$ cat src/rtl/rv_int_exec_unit.sv
// Multi-cycle RV32I OP/OP-IMM execute unit: decode, 2R/1W register file and ALU
// behind a valid/ready handshake; four-state FSM with a done/illegal pulse.
module rv_int_exec_unit #(
    parameter int XLEN  = 32,
    parameter int NREGS = 32,
    localparam int SHW  = $clog2(XLEN)
) (
    input  logic            clk,
    input  logic            rst,
    input  logic            instr_valid,
    output logic            instr_ready,
    input  logic [31:0]     instr,
    output logic            done,
    output logic            illegal,
    output logic [4:0]      rd_addr_o,
    output logic [XLEN-1:0] result_o,
    input  logic [4:0]      dbg_addr,
    output logic [XLEN-1:0] dbg_data
);
    localparam int RIW = $clog2(NREGS);

    localparam logic [1:0] S_IDLE = 2'd0;
    localparam logic [1:0] S_DEC  = 2'd1;
    localparam logic [1:0] S_EXE  = 2'd2;
    localparam logic [1:0] S_WB   = 2'd3;

    localparam logic [3:0] ALU_ADD  = 4'd0;
    localparam logic [3:0] ALU_SUB  = 4'd1;
    localparam logic [3:0] ALU_SLL  = 4'd2;
    localparam logic [3:0] ALU_SLT  = 4'd3;
    localparam logic [3:0] ALU_SLTU = 4'd4;
    localparam logic [3:0] ALU_XOR  = 4'd5;
    localparam logic [3:0] ALU_SRL  = 4'd6;
    localparam logic [3:0] ALU_SRA  = 4'd7;
    localparam logic [3:0] ALU_OR   = 4'd8;
    localparam logic [3:0] ALU_AND  = 4'd9;

    logic [1:0]      state_q, state_d;
    logic [31:0]     instr_q, instr_d;
    logic [XLEN-1:0] op_a_q, op_a_d, op_b_q, op_b_d;
    logic [3:0]      alu_op_q, alu_op_d;
    logic            ill_q, ill_d;
    logic [XLEN-1:0] alu_res_q, alu_res_d;
    logic            done_q, done_d, illegal_q, illegal_d;
    logic [4:0]      rd_addr_q, rd_addr_d;
    logic [XLEN-1:0] result_q, result_d;
    logic [XLEN-1:0] regs_q [NREGS];
    logic [XLEN-1:0] regs_d [NREGS];

    function automatic logic in_range(input logic [4:0] a);
        return (NREGS == 32) || (32'(a) < NREGS);
    endfunction

    function automatic logic [XLEN-1:0] rf_read(input logic [4:0] a);
        if (a == 5'd0 || !in_range(a)) return '0;
        return regs_q[a[RIW-1:0]];
    endfunction

    logic [6:0]      opcode, f7;
    logic [2:0]      f3;
    logic [4:0]      rs1, rs2, rd;
    logic [11:0]     imm12, imm_chk;
    logic [XLEN-1:0] imm_sx;
    logic            is_op, is_imm, shift_upper;
    logic [3:0]      alu_sel;
    logic            dec_ill;

    assign opcode = instr_q[6:0];
    assign rd     = instr_q[11:7];
    assign f3     = instr_q[14:12];
    assign rs1    = instr_q[19:15];
    assign rs2    = instr_q[24:20];
    assign f7     = instr_q[31:25];
    assign imm12  = instr_q[31:20];
    assign imm_sx = {{(XLEN-12){imm12[11]}}, imm12};
    assign is_op  = (opcode == 7'b0110011);
    assign is_imm = (opcode == 7'b0010011);
    // Bit 30 selects SRAI, so it is excluded from the shamt-overflow check.
    assign imm_chk     = imm12 & ~12'h400;
    assign shift_upper = ((imm_chk >> SHW) != 12'd0);

    always_comb begin
        alu_sel = ALU_ADD;
        unique case (f3)
            3'b000: alu_sel = (is_op && f7[5]) ? ALU_SUB : ALU_ADD;
            3'b001: alu_sel = ALU_SLL;
            3'b010: alu_sel = ALU_SLT;
            3'b011: alu_sel = ALU_SLTU;
            3'b100: alu_sel = ALU_XOR;
            3'b101: alu_sel = f7[5] ? ALU_SRA : ALU_SRL;
            3'b110: alu_sel = ALU_OR;
            3'b111: alu_sel = ALU_AND;
        endcase
        dec_ill = 1'b0;
        if (!is_op && !is_imm) dec_ill = 1'b1;
        if (is_op && f7 != 7'b0000000 && f7 != 7'b0100000) dec_ill = 1'b1;
        if (is_op && f7 == 7'b0100000 && f3 != 3'b000 && f3 != 3'b101)
            dec_ill = 1'b1;
        if (is_imm && (f3 == 3'b001 || f3 == 3'b101) && shift_upper)
            dec_ill = 1'b1;
        if (!in_range(rs1) || !in_range(rd) || (is_op && !in_range(rs2)))
            dec_ill = 1'b1;
    end

    logic [SHW-1:0]  shamt;
    logic [XLEN-1:0] alu_out;
    assign shamt = op_b_q[SHW-1:0];

    always_comb begin
        alu_out = '0;
        unique case (alu_op_q)
            ALU_ADD:  alu_out = op_a_q + op_b_q;
            ALU_SUB:  alu_out = op_a_q - op_b_q;
            ALU_SLL:  alu_out = op_a_q << shamt;
            ALU_SLT:  alu_out[0] = $signed(op_a_q) < $signed(op_b_q);
            ALU_SLTU: alu_out[0] = op_a_q < op_b_q;
            ALU_XOR:  alu_out = op_a_q ^ op_b_q;
            ALU_SRL:  alu_out = op_a_q >> shamt;
            ALU_SRA:  alu_out = $signed(op_a_q) >>> shamt;
            ALU_OR:   alu_out = op_a_q | op_b_q;
            ALU_AND:  alu_out = op_a_q & op_b_q;
            default:  alu_out = '0;
        endcase
    end

    always_comb begin
        state_d   = state_q;
        instr_d   = instr_q;
        op_a_d    = op_a_q;
        op_b_d    = op_b_q;
        alu_op_d  = alu_op_q;
        ill_d     = ill_q;
        alu_res_d = alu_res_q;
        rd_addr_d = rd_addr_q;
        result_d  = result_q;
        regs_d    = regs_q;
        done_d    = 1'b0;
        illegal_d = 1'b0;
        unique case (state_q)
            S_IDLE: begin
                if (instr_valid) begin
                    instr_d = instr;
                    state_d = S_DEC;
                end
            end
            S_DEC: begin
                op_a_d   = rf_read(rs1);
                op_b_d   = is_op ? rf_read(rs2) : imm_sx;
                alu_op_d = alu_sel;
                ill_d    = dec_ill;
                state_d  = S_EXE;
            end
            S_EXE: begin
                alu_res_d = alu_out;
                state_d   = S_WB;
            end
            S_WB: begin
                if (!ill_q && rd != 5'd0 && in_range(rd))
                    regs_d[rd[RIW-1:0]] = alu_res_q;
                result_d  = ill_q ? '0 : alu_res_q;
                rd_addr_d = rd;
                done_d    = 1'b1;
                illegal_d = ill_q;
                state_d   = S_IDLE;
            end
            default: state_d = S_IDLE;
        endcase
    end

    always_ff @(posedge clk) begin
        if (!rst) begin
            state_q   <= S_IDLE;
            instr_q   <= '0;
            op_a_q    <= '0;
            op_b_q    <= '0;
            alu_op_q  <= ALU_ADD;
            ill_q     <= 1'b0;
            alu_res_q <= '0;
            done_q    <= 1'b0;
            illegal_q <= 1'b0;
            rd_addr_q <= '0;
            result_q  <= '0;
            for (int i = 0; i < NREGS; i++) regs_q[i] <= '0;
        end else begin
            state_q   <= state_d;
            instr_q   <= instr_d;
            op_a_q    <= op_a_d;
            op_b_q    <= op_b_d;
            alu_op_q  <= alu_op_d;
            ill_q     <= ill_d;
            alu_res_q <= alu_res_d;
            done_q    <= done_d;
            illegal_q <= illegal_d;
            rd_addr_q <= rd_addr_d;
            result_q  <= result_d;
            regs_q    <= regs_d;
        end
    end

    assign instr_ready = (state_q == S_IDLE);
    assign done        = done_q;
    assign illegal     = illegal_q;
    assign rd_addr_o   = rd_addr_q;
    assign result_o    = result_q;
    assign dbg_data    = rf_read(dbg_addr);

endmodule

$ cat config.mk
export PLATFORM = sky130hd
export DESIGN_NAME = rv_int_exec_unit
export DESIGN_NICKNAME = d
export VERILOG_FILES = /design/src/rtl/rv_int_exec_unit.sv
export SDC_FILE = /design/constraint.sdc
export NUM_CORES = 2
export LEC_CHECK = 0
export CORE_UTILIZATION = 57
export DETAILED_ROUTE_END_ITERATION = 6
export GPL_ROUTABILITY_DRIVEN = 0
export MAX_ROUTING_LAYER = met4
export PLACE_DENSITY = 0.7
export SKIP_CTS_REPAIR_TIMING = 1
export SLEW_MARGIN = 20
export SYNTH_ARGS = -nofsm -noshare
export SYNTH_HDL_FRONTEND = slang
export SYNTH_SLANG_ARGS = --single-unit
$ cat constraint.sdc
create_clock -name clk -period 11.25 [get_ports clk]
set_clock_uncertainty 0.05 [all_clocks]
set_input_delay 2.25 -clock clk [delete_from_list [all_inputs] [get_ports clk]]
set_output_delay 2.25 -clock clk [all_outputs]
set_load 0.02 [all_outputs]
# Word-level counts from Yosys, hierarchy flattened
# Index checks and enable logic that the tools add are counted.
# op_classes
n_lt_le_gt_ge	7
multipliers	0
muxes	37
bitwise	7
n_addsub	2
reduce_logical	28
n_div	0
shifts	3
eq_ne	25
# ops
cell	n
bitwise mux 1024 bit	1
binary-select mux 32 bit (select 5 bit)	3
two-way mux 32 bit	15
one-hot mux 31 bit (8 select lines)	1
demux 32 bit (select 5 bit)	1
< comparator 32 bit	2
adder 32 bit	1
AND 32 bit	1
OR 32 bit	1
one-hot mux 4 bit (8 select lines)	1
<< shifter 32 x 5 -> 32 bit	1
right shift 32 x 5 -> 32 bit	1
>>> shifter 32 x 5 -> 32 bit	1
subtractor 32 bit	1
XOR 32 bit	1
>= comparator 6 bit (second input constant)	4
inverter 5 -> 6 bit	4
== test 4 x 3 -> 1 bit (second input constant)	4
logical NOT 5 bit	3
== test 7 x 6 -> 1 bit (second input constant)	2
== test 3 bit (second input constant)	4
two-way mux 1 bit	12
nonzero test 12 bit	1
logical AND 1 bit	11
other kinds (24)	32
# word_totals
n_memories	0
ramBits	0
wordCells	152
out_inout_bits	72
rom_bits	0
latch_bits	0
regBits	1198

# Longest topological paths before layout
# depth
depth_word	7
depth_mapped	16

# Least setup slack after synthesis
# No wires, ideal clock.
# synth_timing
kind	input-to-output
startpoint	input port dbg_addr[0]
endpoint	output port dbg_data[10]
setup_slack_ps	4475
t_required_ps	8950
stages	7
t_arrival_ps	4475
path_cell_list	clkbuf_1 -> buf_2 -> buf_1 -> mux4_2 -> mux4_2 -> mux2i_1 -> nor2_1
# synth_via
elab_chain_len	5
word_cells_on_any_way	7
# synth_lines
item	line_no	source
start: declaration	17	input logic [4:0] dbg_addr,
inverter 5 -> 6 bit (implied by the code)	56	return regs_q[a[RIW-1:0]];
binary-select mux 32 bit (select 5 bit)	56	
two-way mux 32 bit (implied by the code) (2 in a row)	56	
two-way mux 32 bit *	56	
end: declaration	18	output logic [XLEN-1:0] dbg_data
# Every way passes the cells marked *; elsewhere a longest branch is shown, timed or not. The select of a mux whose other input is x is not followed.

# Final worst setup path
# layout_timing
startpoint	input port dbg_addr[1]
endpoint	output port dbg_data[12]
# The elaborated chain is that of the path after synthesis.

==> results_dict.tcl <==
set metrics [dict create \
    outcome "finished with violations" \
    violated_checks "DRC" \
    boundaryPins 112 \
    timing_worst_setup_path_type "in -> out" \
    dp_hpwl_um 177000 \
    timing.final.crit_period_ns 8.38 \
    kind_of_end_point_of_the_critical_path "output port" \
    floorplan.initialDensity 0.578 \
    p_int_mw 8.31 \
    fill_cell_total_of_the_finished_layout 10300 \
    drt_iter0_markers 13100 \
    worst_ep_required_time_ns 8.95 \
    cp_slowest_cell "sky130_fd_sc_hd__mux2i_1" \
    first_pass_iters 7 \
    path_delay_family "multiplexers" \
    clock_tree.htree_level_count 4 \
    num_vias 69300 \
    max_slew.worst_pin.slew_ns 1.33 \
    design.core.area_sq_mm 0.128 \
    cts.sink_count 1198 \
    yosys_warnings 0 \
    final_cell_mix "sky130_fd_sc_hd__nand2_1, sky130_fd_sc_hd__a21oi_1, sky130_fd_sc_hd__dfxtp_1" \
    ys_seq_elements 1198 \
    final_layout_size_suffix_gt1_frac 0.194 \
    switchingPower_mw 4.56 \
    cp_num_cells 7 \
    mappedNetlistArea_sq_mm 0.0741 \
    timing.final.max_slew_violations 0 \
    grt_antenna_before_repair 14 \
    wl_um 303000 \
    die_h_um 363 \
    ys_seq_area_frac 0.323 \
    async_reset_ff_frac 0 \
    swShare 0.354 \
    syn_avg_cell_area_sq_um 9.24 \
    crit_arrival_ns 6.08 \
    dieWidth_um 363 \
    finalHoldViolCount 0 \
    max_buffers_root_to_sink 3 \
    clkSlewWorstSetupHoldPaths_ns 0.06 \
    fin_crit_sh 0.745 \
    grt_util_all_layers 0.470 \
    worst_path_most_repeated_cell "sky130_fd_sc_hd__mux4_2" \
    hold_path_class "reg -> reg" \
    worst_relative_slew_slack 0.112 \
    syn2layout_area_growth_pct 8.82 \
    timing.max_cap.violations 0 \
    buffer_ports.inserted 111 \
    yosysUniqueCellTypes 87 \
    pwr-share-seq 0.360 \
    worstSetupStartpointType "primary input" \
    grt_pass1_vias 64500 \
    rr_worst_depth 12 \
    grt_setup_unrepaired "false" \
    worst_hold_path.num_cells 2 \
    cts_tree "done" \
    die-area_sq_mm 0.132 \
    synth_ff_type "sky130_fd_sc_hd__dfxtp_1" \
    mostFrequentLayoutCell "sky130_fd_sc_hd__nand2_1" \
    ctsRootBufferMaster "sky130_fd_sc_hd__clkbuf_16" \
    number_of_routed_nets_with_antenna_violations 0 \
    post_drt_wl_per_cell_um 32.1 \
    p_leak_nw 25.5 \
    route.detailed.drc 1 \
    fmaxAchievable_mhz 119 \
    post_synthesis_cell_count 8026 \
    placed_cells_incl_taps 9177 \
    path_cells "buf_8 -> buf_4 -> mux4_2 -> mux4_2 -> mux2i_1 -> nor2_1 -> clkdlybuf4s50_1" \
    grt_overflow 0 \
    clockPowerShare 0.368 \
    setup_violations 0 \
    number_of_standard_cell_rows_in_the_floorplan 131 \
    first_pass_grt_wire_length_um 439000 \
    number_of_nets_in_the_final_layout 7737 \
    grt_max_degree 205 \
    timing.reg2reg.setup_slack_ns 6.35 \
    worst_ir_drop_vdd_mv 0.226 \
    clk_latency_ns 0.81 \
    count_of_flip_flops_with_a_built_in_enable_after_synthesis 0 \
    combinationalPowerShare 0.272 \
    tritoncts.num_buffers 133 \
    setup_total_negative_slack_ns 0 \
    syn-num-nets 8176 \
    worstPathMaxFanout 65 \
    power_density_mw_per_mm2 160 \
    vias_per_cell 7.35 \
    stdcell_count 9436 \
    final_core_utilization 0.629 \
    critical_path_buf_inv_count 3 \
    critical_path.max_stage_delay_ns 0.91 \
]
[cell type report]
type | instances | area, sq um | share of cell area
clock inverters | 59 | 808 | 0.0100
repair buffers | 272 | 2490 | 0.0309
flip-flops and latches | 1198 | 24000 | 0.298
clock buffers | 182 | 3870 | 0.0479
diodes | 14 | 35.0 | 0.000434
inverters | 113 | 432 | 0.00535
multi-input cells | 5869 | 46900 | 0.581
well taps | 1729 | 2160 | 0.0268
[worst register-to-register path, cell delays in order, from the launching register on]
cell                       delay (ns)
sky130_fd_sc_hd__dfxtp_4         0.77
sky130_fd_sc_hd__clkinv_1        0.69
sky130_fd_sc_hd__ha_1            0.53
sky130_fd_sc_hd__o21bai_1        0.17
sky130_fd_sc_hd__a21oi_1         0.13
sky130_fd_sc_hd__o31ai_1         0.58
sky130_fd_sc_hd__o221a_2         0.45
sky130_fd_sc_hd__a211oi_1        0.16
sky130_fd_sc_hd__o311ai_0        0.44
sky130_fd_sc_hd__a22o_1          0.20
sky130_fd_sc_hd__nor3_1          0.04
sky130_fd_sc_hd__or3_1           0.46
sky130_fd_sc_hd__a21oi_1         0.16
[through the flow]
stage	setup WS, ns	hold slack [ns]	power (mW)	instance area [sq um]
final	2.87	0.403	12.9	80700
after global routing	2.74	0.425	13.2	80700
after CTS	3.00	0.403	12.7	80600
after detailed placement	2.99	0.395	8.05	75900
after global placement	3.07	0.392	8.02	75900
after floorplan	4.47	0.382	7.00	74100
[sequential cells by signal, summed over array words and instances, names as in the netlist]
| name | flops |
|---|---|
| op_a_q | 32 |
| illegal | 1 |
| instr_q | 32 |
| op_b_q | 32 |
| rd_addr_o | 5 |
| state_q | 2 |
| ill_q | 1 |
| alu_op_q | 4 |
| result_o | 32 |
| alu_res_q | 32 |
| done | 1 |
| regs_q | 1024 |
[power groups by stage]
stage	registers (mW)	logic (mW)	clock network, mW
after floorplan	4.49	2.51	0
after global placement	4.70	3.32	0
after detailed placement	4.71	3.35	0
after CTS	4.61	3.36	4.72
after global routing	4.63	3.63	4.91
final	4.63	3.50	4.74
[routing by layer]
layer | wire (um) | track usage | up-vias
met2 | 125000 | 0.639 | 6308
met4 | 25600 | 0.313 | 0
li1 | - | - | 28100
met1 | 100000 | 0.568 | 33200
met5 | 0 | - | -
met3 | 52200 | 0.192 | 1721
[Yosys cell counts, types with 18 or more instances]
master,number,area share
sky130_fd_sc_hd__a211oi_1,41,0.0042
sky130_fd_sc_hd__a21o_1,18,0.0018
sky130_fd_sc_hd__a21oi_1,1206,0.081
sky130_fd_sc_hd__a221oi_1,46,0.0054
sky130_fd_sc_hd__a31oi_1,21,0.0018
sky130_fd_sc_hd__and2_1,67,0.0057
sky130_fd_sc_hd__buf_1,88,0.0045
sky130_fd_sc_hd__buf_2,65,0.0044
sky130_fd_sc_hd__clkbuf_1,676,0.034
sky130_fd_sc_hd__dfxtp_1,1198,0.32
sky130_fd_sc_hd__ha_1,108,0.018
sky130_fd_sc_hd__inv_1,108,0.0055
sky130_fd_sc_hd__mux2_2,33,0.0050
sky130_fd_sc_hd__mux2i_1,195,0.026
sky130_fd_sc_hd__mux4_2,938,0.28
sky130_fd_sc_hd__nand2_1,2206,0.11
sky130_fd_sc_hd__nand2b_1,36,0.0030
sky130_fd_sc_hd__nand3_1,22,0.0015
sky130_fd_sc_hd__nand3b_1,18,0.0018
sky130_fd_sc_hd__nor2_1,298,0.015
sky130_fd_sc_hd__nor2b_1,52,0.0044
sky130_fd_sc_hd__nor3_1,38,0.0026
sky130_fd_sc_hd__o211a_1,23,0.0031
sky130_fd_sc_hd__o211ai_1,29,0.0029
sky130_fd_sc_hd__o21a_1,18,0.0018
sky130_fd_sc_hd__o21ai_0,164,0.011
sky130_fd_sc_hd__o21bai_1,19,0.0019
sky130_fd_sc_hd__o221ai_1,30,0.0035
sky130_fd_sc_hd__o22ai_1,33,0.0028
sky130_fd_sc_hd__o32ai_1,22,0.0026
[kinds of logic (layout without fill, tap and decap cells)]
group | count (synthesis) | after routing | synth area share
buffers and inverters | 959 | 626 | 0.0502
xor gates and xnor gates | 6 | 6 | 0.000709
adders and majority gates | 110 | 110 | 0.0188
and+or+nand+nor | 2805 | 2805 | 0.152
other | 0 | 14 | 0
muxes | 1166 | 1166 | 0.316
DFF | 1198 | 1198 | 0.323
AOI/OAI and AO/OA | 1782 | 1782 | 0.139
[path summary, 6_finish.rpt]
kind / from / endpoint
min reg2reg: instr_q[1]$_SDFFE_PN0P_ / instr_q[1]$_SDFFE_PN0P_
max reg2reg: op_b_q[1]$_SDFFE_PN0N_ / alu_res_q[13]$_SDFFE_PN0P_
max: dbg_addr[1] / dbg_data[12]
min: instr_q[1]$_SDFFE_PN0P_ / instr_q[1]$_SDFFE_PN0P_
(Power assumes the default switching activity.)
